## config.mk

```make
export PLATFORM = sky130hd
export DESIGN_NAME = sqrt32
export DESIGN_NICKNAME = d
export VERILOG_FILES = /design/src/rtl/sqrt32_pkg.sv /design/src/rtl/sqrt32_step.sv /design/src/rtl/sqrt32.sv
export SDC_FILE = /design/constraint.sdc
export NUM_CORES = 1
export LEC_CHECK = 0
export CORE_MARGIN = 2
export CORE_UTILIZATION = 35
export CTS_CLUSTER_SIZE = 25
export DETAILED_ROUTE_END_ITERATION = 10
export GPL_ROUTABILITY_DRIVEN = 1
export GPL_TIMING_DRIVEN = 0
export SLEW_MARGIN = 20
export SYNTH_ARGS = -nofsm -noshare
export SYNTH_HDL_FRONTEND = slang
export SYNTH_SLANG_ARGS = --single-unit
```

## constraint.sdc

```tcl
create_clock -name CLK -period 3.4 [get_ports CLK]
set_clock_uncertainty 0.15 [all_clocks]
set_input_delay 0.34 -clock CLK [delete_from_list [all_inputs] [get_ports CLK]]
set_output_delay 0.34 -clock CLK [all_outputs]
set_load 0.01 [all_outputs]
```

## src/rtl/sqrt32_pkg.sv

```systemverilog
// Shared types and constants for the 32-bit integer square root block.
package sqrt32_pkg;

    localparam int IN_W   = 32;
    localparam int OUT_W  = 16;
    localparam int REM_W  = 18;
    localparam int N_ITER = 16;

    localparam int CNT_W = 4;
    localparam logic [CNT_W-1:0] LAST_ITER = CNT_W'(N_ITER - 1);

    typedef enum logic [1:0] {
        LOAD = 2'd0,
        CALC = 2'd1,
        DONE = 2'd2
    } state_t;

endpackage

```

## src/rtl/sqrt32_step.sv

```systemverilog
// One restoring digit-by-digit square-root iteration (purely combinational).
module sqrt32_step
    import sqrt32_pkg::*;
(
    input  logic [REM_W-1:0] i_rem,
    input  logic [OUT_W-1:0] i_root,
    input  logic [1:0]       i_pair,
    output logic [REM_W-1:0] o_rem,
    output logic [OUT_W-1:0] o_root
);

    logic [REM_W-1:0] w_rem_sh;
    logic [REM_W:0]   w_trial;
    logic             w_neg;
    // The top two remainder bits are always zero whenever a further iteration
    // consumes the remainder, so shifting them out loses nothing.
    logic             w_unused_rem_msbs;

    assign w_unused_rem_msbs = ^i_rem[REM_W-1:REM_W-2];

    // Bring down the next radicand pair.
    assign w_rem_sh = {i_rem[REM_W-3:0], i_pair};

    // One extra bit so the borrow shows up as a sign bit.
    assign w_trial = {1'b0, w_rem_sh} - {1'b0, i_root, 2'b01};
    assign w_neg   = w_trial[REM_W];

    // Keep the trial remainder only when the subtraction did not go negative.
    assign o_rem  = w_neg ? w_rem_sh : w_trial[REM_W-1:0];
    assign o_root = {i_root[OUT_W-2:0], ~w_neg};

endmodule

```

## src/rtl/sqrt32.sv

```systemverilog
// 32-bit unsigned integer square root, one result bit per clock, free-running.
//
// state | meaning
// LOAD  | first cycle after reset: capture x, clear working registers
// CALC  | 16 iterations, one radicand pair per clock, MSB pair first
// DONE  | rdy high for this one cycle; next edge captures new x and restarts
module sqrt32
    import sqrt32_pkg::*;
(
    input  logic             CLK,
    input  logic             RST,
    input  logic [IN_W-1:0]  x,
    output logic [OUT_W-1:0] y,
    output logic             rdy
);

    state_t           r_state;
    logic [IN_W-1:0]  r_x;
    logic [REM_W-1:0] r_rem;
    logic [OUT_W-1:0] r_root;
    logic [CNT_W-1:0] r_cnt;
    logic [OUT_W-1:0] r_y;
    logic             r_rdy;

    logic [REM_W-1:0] w_rem;
    logic [OUT_W-1:0] w_root;

    sqrt32_step u_step (
        .i_rem  (r_rem),
        .i_root (r_root),
        .i_pair (r_x[IN_W-1:IN_W-2]),
        .o_rem  (w_rem),
        .o_root (w_root)
    );

    // Sequencer: load, iterate 16 times, publish the root, restart.
    always_ff @(posedge CLK or negedge RST) begin
        if (!RST) begin
            r_state <= LOAD;
            r_x     <= '0;
            r_rem   <= '0;
            r_root  <= '0;
            r_cnt   <= '0;
            r_y     <= '0;
            r_rdy   <= 1'b0;
        end else begin
            case (r_state)
                LOAD, DONE: begin
                    r_x     <= x;
                    r_rem   <= '0;
                    r_root  <= '0;
                    r_cnt   <= '0;
                    r_rdy   <= 1'b0;
                    r_state <= CALC;
                end
                CALC: begin
                    r_x    <= {r_x[IN_W-3:0], 2'b00};
                    r_rem  <= w_rem;
                    r_root <= w_root;
                    r_cnt  <= r_cnt + 1'b1;
                    if (r_cnt == LAST_ITER) begin
                        r_y     <= w_root;
                        r_rdy   <= 1'b1;
                        r_state <= DONE;
                    end
                end
                default: begin
                    r_rdy   <= 1'b0;
                    r_state <= LOAD;
                end
            endcase
        end
    end

    assign y   = r_y;
    assign rdy = r_rdy;

endmodule

```

Word level (Yosys, flattened, before mapping):

Cells that the tools add are included.

* flip-flop bits (word level): 87
* input bits: 34
* output and inout port bits: 17

* add/sub/neg operators: 2
* equality and inequality tests: 4
* mux-type cells: 9
* bitwise logic cells: 1
* reduce and logical (&&, ||, !) cells: 4

Operators by type and width (count)
* $pmux W16 S2: 2
* $pmux W32 S2: 1
* $sub A18 B18 Y19: 1
* $mux W16: 1
* $pmux W4 S2: 1
* $add A4 B1 Y4 const B: 1
* $eq A4 B4 Y1 const B: 1
* $pmux W2 S2: 1
* $eq A2 B1 Y1 const B: 1
* $eq A2 B2 Y1 const B: 1
* $logic_not A2 Y1: 1
* $mux W1: 2
* $mux W2: 1
* $ne A2 B2 Y1 const B: 1
* $reduce_and A2 Y1: 1
* $reduce_bool A2 Y1: 1
* $reduce_or A2 Y1: 1
* $not A1 Y1: 1

Logic depth before layout (Yosys ltp):

* word-level depth: 3
* gate-level depth with buffers: 11

Hierarchy:

Synthesis repeated with hierarchy kept, for this count alone.

* cell total of the unflattened synthesis: 476
* area total of the unflattened synthesis: 5131.2 µm²

By module, submodules not included
* sqrt32: instances 1, cells an instance 303, area an instance 3779.9 µm², seq. area each 2202.1 µm²
* sqrt32_step: instances 1, cells an instance 173, area an instance 1351.3 µm², seq. area each 0.0 µm²

Worst setup path after synthesis:

No wires, ideal clock.

* kind: reg-to-reg
* start: register r_root[3]
* end: register r_rem[12]
* arrival time: 2204 ps
* path slack: 969 ps
* cell stages (with the launch flop): 11
* path buffers: 1
* period minus slack after synthesis: 2431 ps
* path through: dfrtp_1 > inv_1 > ha_1 > o211ai_1 > a21oi_2 > o211ai_2 > a211o_1 > and2_4 > buf_6 > or3_1 > a21oi_1

* word-level cells in the longest chain between the ends: 3

RTL lines
* start: declaration: RTL line sqrt32.sv:20 `logic [OUT_W-1:0] r_root;`
* start signal: assignment: RTL line sqrt32.sv:59 `r_root <= w_root;`
* $sub A18 B18 Y19: RTL line sqrt32_step.sv:25 `assign w_trial = {1'b0, w_rem_sh} - {1'b0, i_root, 2'b01};`
* $mux W16: RTL line sqrt32_step.sv:29 `assign o_rem = w_neg ? w_rem_sh : w_trial[REM_W-1:0];`
* $pmux W16 S2: RTL line sqrt32.sv:47 `case (r_state)`
* end signal: assignment: RTL line sqrt32.sv:58 `r_rem <= w_rem;`
* end: declaration: RTL line sqrt32.sv:19 `logic [REM_W-1:0] r_rem;`

Every way passes these cells.
A chain may end at the register's enable or synchronous reset.

Final worst setup path:

* start: register r_root[3]
* end: register r_rem[13]

Same word-level chain as after synthesis.

==> metrics.txt <==
status complete, no violations; fill count around 1,300; #FFs+latches synth 86; Post-synth EDFFs 0; TritonCTS buffer count 9; Most used DFF post-synth dfrtp_1; Via-to-Cell Ratio a little under 5; die area 13,710 sq um; Wirelength per Cell 14.23 microns; leak pwr around 2.4 nW; largest net degree at the start of global routing just under 60; Worst Path Arrival between 2 and 3 ns; sequential power share about a third; Finished Core Util a little over two fifths; Vias approximately 3,500; class of the worst hold path reg -> reg; DP Area around 5200 sq um; Mean Syn Cell Area 9.545 sq um; ANT cells 0; area occupied by multi-input gates 2123 sq um; reg2reg start r_root[3]; fraction of registers with async set/reset 100.0%; Pwr Density 807.9 nW/um^2; Final Hold Viols 0; max_cap viols 0; Crit Path Max Fanout 8; commonest cells after routing, fill and taps aside dfrtp_1 (86), a21oi_1 (56), clkdlybuf4s50_1 (49); final wirelength roughly 10,000 microns; Remaining DRCs 0; post-layout min period roughly 2.7 ns; gr usage total approximately 16%; synth-to-layout area growth 23.14%; CTS Sinks 86; Mapped Nets 521; Mapped Cells 469; Starting Density 35.62%; CTS tree done; initial antenna violation count 0; Cell Rows 41; Die X between 100 and 150 microns; setup TNS 0 ns; Final Max Slew Viols 0; internal power 2.797 mW; worst skew pair latency 0.34 ns; first-pass GRT wire length ~17,000 microns; Root Buffer clkbuf_16; Reg clk slew, reported paths around 0.06 ns; worst-margin pin slew 0.7826 ns; critical path class reg -> reg; GRT overflow 0; Fmax ~360 MHz; Max VDD drop 0.0003473 V; core area ~13,000 sq um; vias in the first global route 3,468; final non-filler cell area approximately 5500 sq um; ANT nets after route 0; DRT iter0 DRCs ~150; most common cell after layout, fill and taps aside dfrtp_1; hold_sp y[11]; top-level I/O count 51; share of cells above drive strength 1 ~4.8%; reg2reg setup slack approximately 0.65 ns; fin cells between 700 and 800; DR pass1 iterations 5; Port Buffers 50; CTS-repair resized insts 0; fin crit share 80.83%; Pwr Total 4.454 mW; nets@finish approximately 600; CP endpoint kind register; CTS Buffer Depth 2; placed cells 692; number of synthesis warnings 0; slew margin rel. 47.83%; die height around 120 microns; clock power share approximately a fifth; switching power 1.657 mW; synthesized area 4477 sq um; Worst Path Required approximately 3.5 ns; RSZ-0062 raised after global routing no; Logic pwr share a little under half; H-tree levels 3; HPWL after detailed placement 7397 microns; Reg area roughly 2200 sq um; Setup crit start r_root[3]; Switching Share between 30 and 40%; Final GP Congestion approximately 0.91; count of different cell masters after synthesis 40; Seq/Total Area, Yosys between 40% and 50%; Worst Setup Start Kind register; final setup fails 0
[critical path, cell delays in order (launching register included)]
cell and delay, ns:
dfrtp_1 0.37, inv_1 0.07, ha_1 0.37, o211ai_1 0.14, a21oi_2 0.20, o211ai_2 0.15
a211o_1 0.40, and2_4 0.17, buf_6 0.13, or3_1 0.35, a31oi_1 0.16
[worst paths after layout]
| kind | depth (start not counted) | endpoint |
|---|---|---|
| setup / recovery | 10 | r_rem[13] |
| hold / removal | 2 | y[11] |
| setup reg to reg | 10 | r_rem[13] |
| hold reg to reg | 2 | y[11] |
| max in group asynchronous | 3 | r_x[7] |
| min in group asynchronous | 2 | y[2] |
[kinds of logic after synthesis]
group	Yosys count	share of synthesized area, %
muxes	48	10.73
xor gates and xnor gates	13	2.543
DFF	86	48.07
AOI/OAI and AO/OA	129	16.41
and+or+nand+nor	124	12.72
adders and majority gates	18	5.031
buffers and inverters	51	4.500
[area by class of cell]
class	instances	area share (%)
Clock buffer	10	4.335
Tap cell	172	3.904
Buffer	26	1.952
Sequential cell	86	39.04
Clock inverter	6	0.8398
Timing Repair Buffer	52	9.714
Inverter	25	1.702
Multi-Input combinational cell	332	38.52
[metal layers]
| metal | track usage [%] | share of wire (%) | vias to the layer above |
|---|---|---|---|
| met2 | 25.90 | 46 | 80 |
| met3 | 4.274 | 5.0 | 13 |
| met4 | 5.333 | 1.6 | 0 |
| li1 | - | - | 1741 |
| met1 | 21.29 | 47 | 1618 |
| met5 | 0 | 0 | - |
[sequential cells by signal, indices dropped and copies added, names as in the netlist]
signal,flops
r_state,2
r_root,16
r_cnt,4
r_rem,16
r_x,32
y,16
[Yosys cell counts, types with 4 or more instances]
master	count	area share (%)
o21a_1	6	1.0
nand3_1	9	1.0
dfrtp_1	86	48
inv_1	24	2.0
nand2_1	39	3.3
o21ai_0	39	4.4
nor2b_1	16	2.2
ha_1	18	5.0
a21oi_1	56	6.3
mux2i_1	48	11
clkbuf_1	18	1.5
nand2b_1	5	0.70
a31oi_1	9	1.3
xnor2_1	11	2.2
and2_1	4	0.56
a21o_1	5	0.84
buf_1	5	0.42
nor2_1	40	3.4
[through the flow]
step / setup WS [ns] / hold WS [ns]
after floorplan: 0.9685 / -0.1056
after global placement: -1.274 / 0.3121
after detailed placement: 0.6803 / 0.1523
after CTS: 0.6664 / 0.3328
after global routing: 0.4539 / 0.3620
final: 0.6519 / 0.3250
[repair_timing]
action                                 4_1_cts  5_1_grt
setup endpoints to repair                    0        0
hold buffers                                 1        0
buffers inserted                             0        0
endpoints found under the hold margin       29        0
[power by group through the flow]
stage / registers [mW] / clock network [mW] / logic (mW)
floorplan: 1.49 / 0 / 1.47
global placement: 1.49 / 0 / 1.99
detailed placement: 1.49 / 0 / 2.04
CTS: 1.48 / 0.967 / 2.04
global route: 1.51 / 1.01 / 2.31
finish: 1.48 / 0.940 / 2.04
(Power assumes the default switching activity.)
==> RTL change: new RTL, same settings <==
Set the package constant `IN_W` to 28 (it was 32).
--- a/src/rtl/sqrt32_pkg.sv
+++ b/src/rtl/sqrt32_pkg.sv
@@ -1,7 +1,7 @@
 // Shared types and constants for the 32-bit integer square root block.
 package sqrt32_pkg;
 
-    localparam int IN_W   = 32;
+    localparam int IN_W   = 28;
     localparam int OUT_W  = 16;
     localparam int REM_W  = 18;
     localparam int N_ITER = 16;
Interface: changed (resized x); port bits go from 51 to 47. No check against the original RTL was run, so the function may have changed too.
==> RTL change against the original RTL <==
  * Sequential cell count is 4 lower
  * Non-clock buffer count decreased by 7
  * Power is 4.8% lower
  * Count of clock-buffer cells in the layout is 4 higher
  * Synthesized area fell by 3.8%
  * Final area down 4.7%
  * Wire length shrank 7.2%
  * Via count decreased by 8.2%
  * Global-route usage down 0.96 points
  * Worst setup slack lost 0.095 ns
  * Utilization fell by 0.12 points
==> RTL change: results (changes against the original RTL) <==
** Outcome
- Outcome :: completed

** Timing
- Relative slew margins :: 45.7% (-2.2 points)

** Run
- Max-capacitance violation count :: 0 (unchanged)

** Cells and area
- The flip-flop count of the largest register, all copies and words added came to 28 (-13%).
- Layout cells sized above 1 :: 8.53% (+3.7 points)
- The layout net count is 512 (-12%).
- Fill cell total of the finished layout :: 1172 (-9.2%)

** Synthesis
- Sequential cell area fraction in the yosys report :: 47.6% (-0.44 points)
- The commonest cells after synthesis are 82 x sky130_fd_sc_hd__dfrtp_1, 47 x sky130_fd_sc_hd__mux2i_1, 40 x sky130_fd_sc_hd__a21oi_1.
- Predominant post-synthesis flop cell :: sky130_fd_sc_hd__dfrtp_1
- The count of different cell masters after synthesis came to 47 (+18%).
- Net count after synthesis :: 453 (-13%)
- In the post-synthesis netlist, the biggest area contributors are sky130_fd_sc_hd__dfrtp_1 48%, sky130_fd_sc_hd__mux2i_1 11%, sky130_fd_sc_hd__ha_1 5.2%.

** Clock network
- The post-cts sizing count is 0 (unchanged).
- The clock input transition at the sequential cells of the worst setup and hold paths was 0.06 ns (about the same).
- Clk Latency, worst-skew pair :: 0.34 ns (about the same)
- Maximum root-to-sink buffer count :: 2 (unchanged)

** Power and ir drop
- Worst supply voltage drop on vdd :: 0.274 mV (-21%)
- The internal power was 2700 uW (-3.3%).
- Leakage power summed over all cells :: 0.00218 uW (-8.0%)

** Worst setup path
- The largest individual stage delay along the critical path comes from the cell sky130_fd_sc_hd__dfrtp_1.
- Critical Path Max Stage Delay :: 0.40 ns (about the same)
- The top fanout value on the critical path was 10 (+2).
- Type of the setup path with the least slack :: register to register
- The worst endpoint data arrival time came to 2.89 ns (+0.04 ns).

** Routing
- Per-cell via count in the routed design :: 5.14 (+5.6%)
- The initial DRC count was 124 (-16%).
- The per-cell routed wire length was 15.2 um (+6.8%).
- The first-pass detailed-route iteration total came to 4 (-1).

** Global routing
- Met2 global-route usage :: 25.3% (-0.60 points)
- The routing usage on met1 is 19.4% (-1.9 points).
- GR Layer Usage met3 :: 4.16% (-0.11 points)
- The number of global-route vias before repair is 3188 (-8.1%).
- Pin count of the biggest net entering global routing :: 56 (-3.4%)
- The wire length of the first global-routing pass is 15.6 mm (-8.8%).
- The overall track demand over capacity in global routing came to 15.2% (-0.96 points).

** Placed design
- The post-detailed-placement half-perimeter wirelength came to 6.81 mm (-7.9%).
- Post-placement worst setup slack :: 0.575 ns (-0.105 ns)
- Final weighted congestion in routability-driven placement :: 0.805 (-12%)
- The total of buffers placed on input and output ports came to 46 (-8.0%).

** Worst hold path
- The worst hold path belongs to the class input port to async pin.
-- RTL change: changes by cell type after synthesis, moves of 5 or more --
cell / unedited run / this run
sky130_fd_sc_hd__nand2b_1: 5 / 0
sky130_fd_sc_hd__o21ai_0: 39 / 13
sky130_fd_sc_hd__nand2_1: 39 / 12
sky130_fd_sc_hd__o31ai_1: 0 / 5
sky130_fd_sc_hd__nor2_1: 40 / 33
sky130_fd_sc_hd__a32oi_1: 0 / 6
sky130_fd_sc_hd__nand3_1: 9 / 4
sky130_fd_sc_hd__mux2_2: 0 / 11
sky130_fd_sc_hd__a31oi_1: 9 / 3
sky130_fd_sc_hd__a21oi_1: 56 / 40
sky130_fd_sc_hd__nor2b_1: 16 / 22
-- RTL change: repair_timing --
action                    4_1_cts  5_1_grt
hold endpoints to repair       27        0
setup buffers                   0        0
hold buffers                    1        0
-- RTL change: routing by layer --
metal | part of all wire [%] | up-vias
met1 | 47 | 1542
met3 | 4.4 | 10
met5 | 0 | -
li1 | - | 1544
met2 | 47 | 72
met4 | 1.3 | 0
-- RTL change: cell families after synthesis --
logic type	count (synthesis)	synth area share (%)
mux	62	14.8
fa+ha+maj	18	5.23
xor+xnor	16	3.25
buf+inv	44	4.15
simple gates	91	10.7
compound gates	92	14.1
flops	82	47.6
-- RTL change: power by group through the flow --
| stage | clock network [uW] | logic, uW | registers (uW) |
|---|---|---|---|
| finish | 894 | 1900 | 1440 |
| global route | 970 | 2110 | 1470 |
| CTS | 917 | 1910 | 1440 |
| detailed placement | 0 | 1900 | 1460 |
| global placement | 0 | 1850 | 1450 |
| floorplan | 0 | 1380 | 1430 |
-- RTL change: final timing paths --
kind | start | cells past startpoint | slack [ns] | end
worst max register to register | r_root[0]$_DFFE_PN0N_ | 10 | 0.56 | r_rem[6]$_DFFE_PN0N_
min in group CLK | y[14]$_DFFE_PN0P_ | 1 | 0.33 | y[14]$_DFFE_PN0P_
worst min-delay path | RST | 2 | 0.33 | r_root[9]$_DFFE_PN0N_
worst max-delay path | r_root[0]$_DFFE_PN0N_ | 10 | 0.56 | r_rem[6]$_DFFE_PN0N_
max in group asynchronous | RST | 3 | 2.17 | y[5]$_DFFE_PN0P_
worst min register to register | y[14]$_DFFE_PN0P_ | 1 | 0.33 | y[14]$_DFFE_PN0P_
-- RTL change: cell type report --
class / instances / area share (%)
plain buffers: 23 / 1.91
clock buffers: 14 / 4.83
clock inverters: 2 / 0.238
inverters: 21 / 1.50
multi-input cells: 279 / 39.5
flip-flops and latches: 82 / 39.1
well taps: 147 / 3.50
repair buffers: 48 / 9.43
-- RTL change: stage by stage --
stage               instances  cell area [um2]
floorplan                 405             4310
global placement          598             4950
detailed placement        599             4980
CTS                       616             5250
global route              616             5250
finish                    616             5250
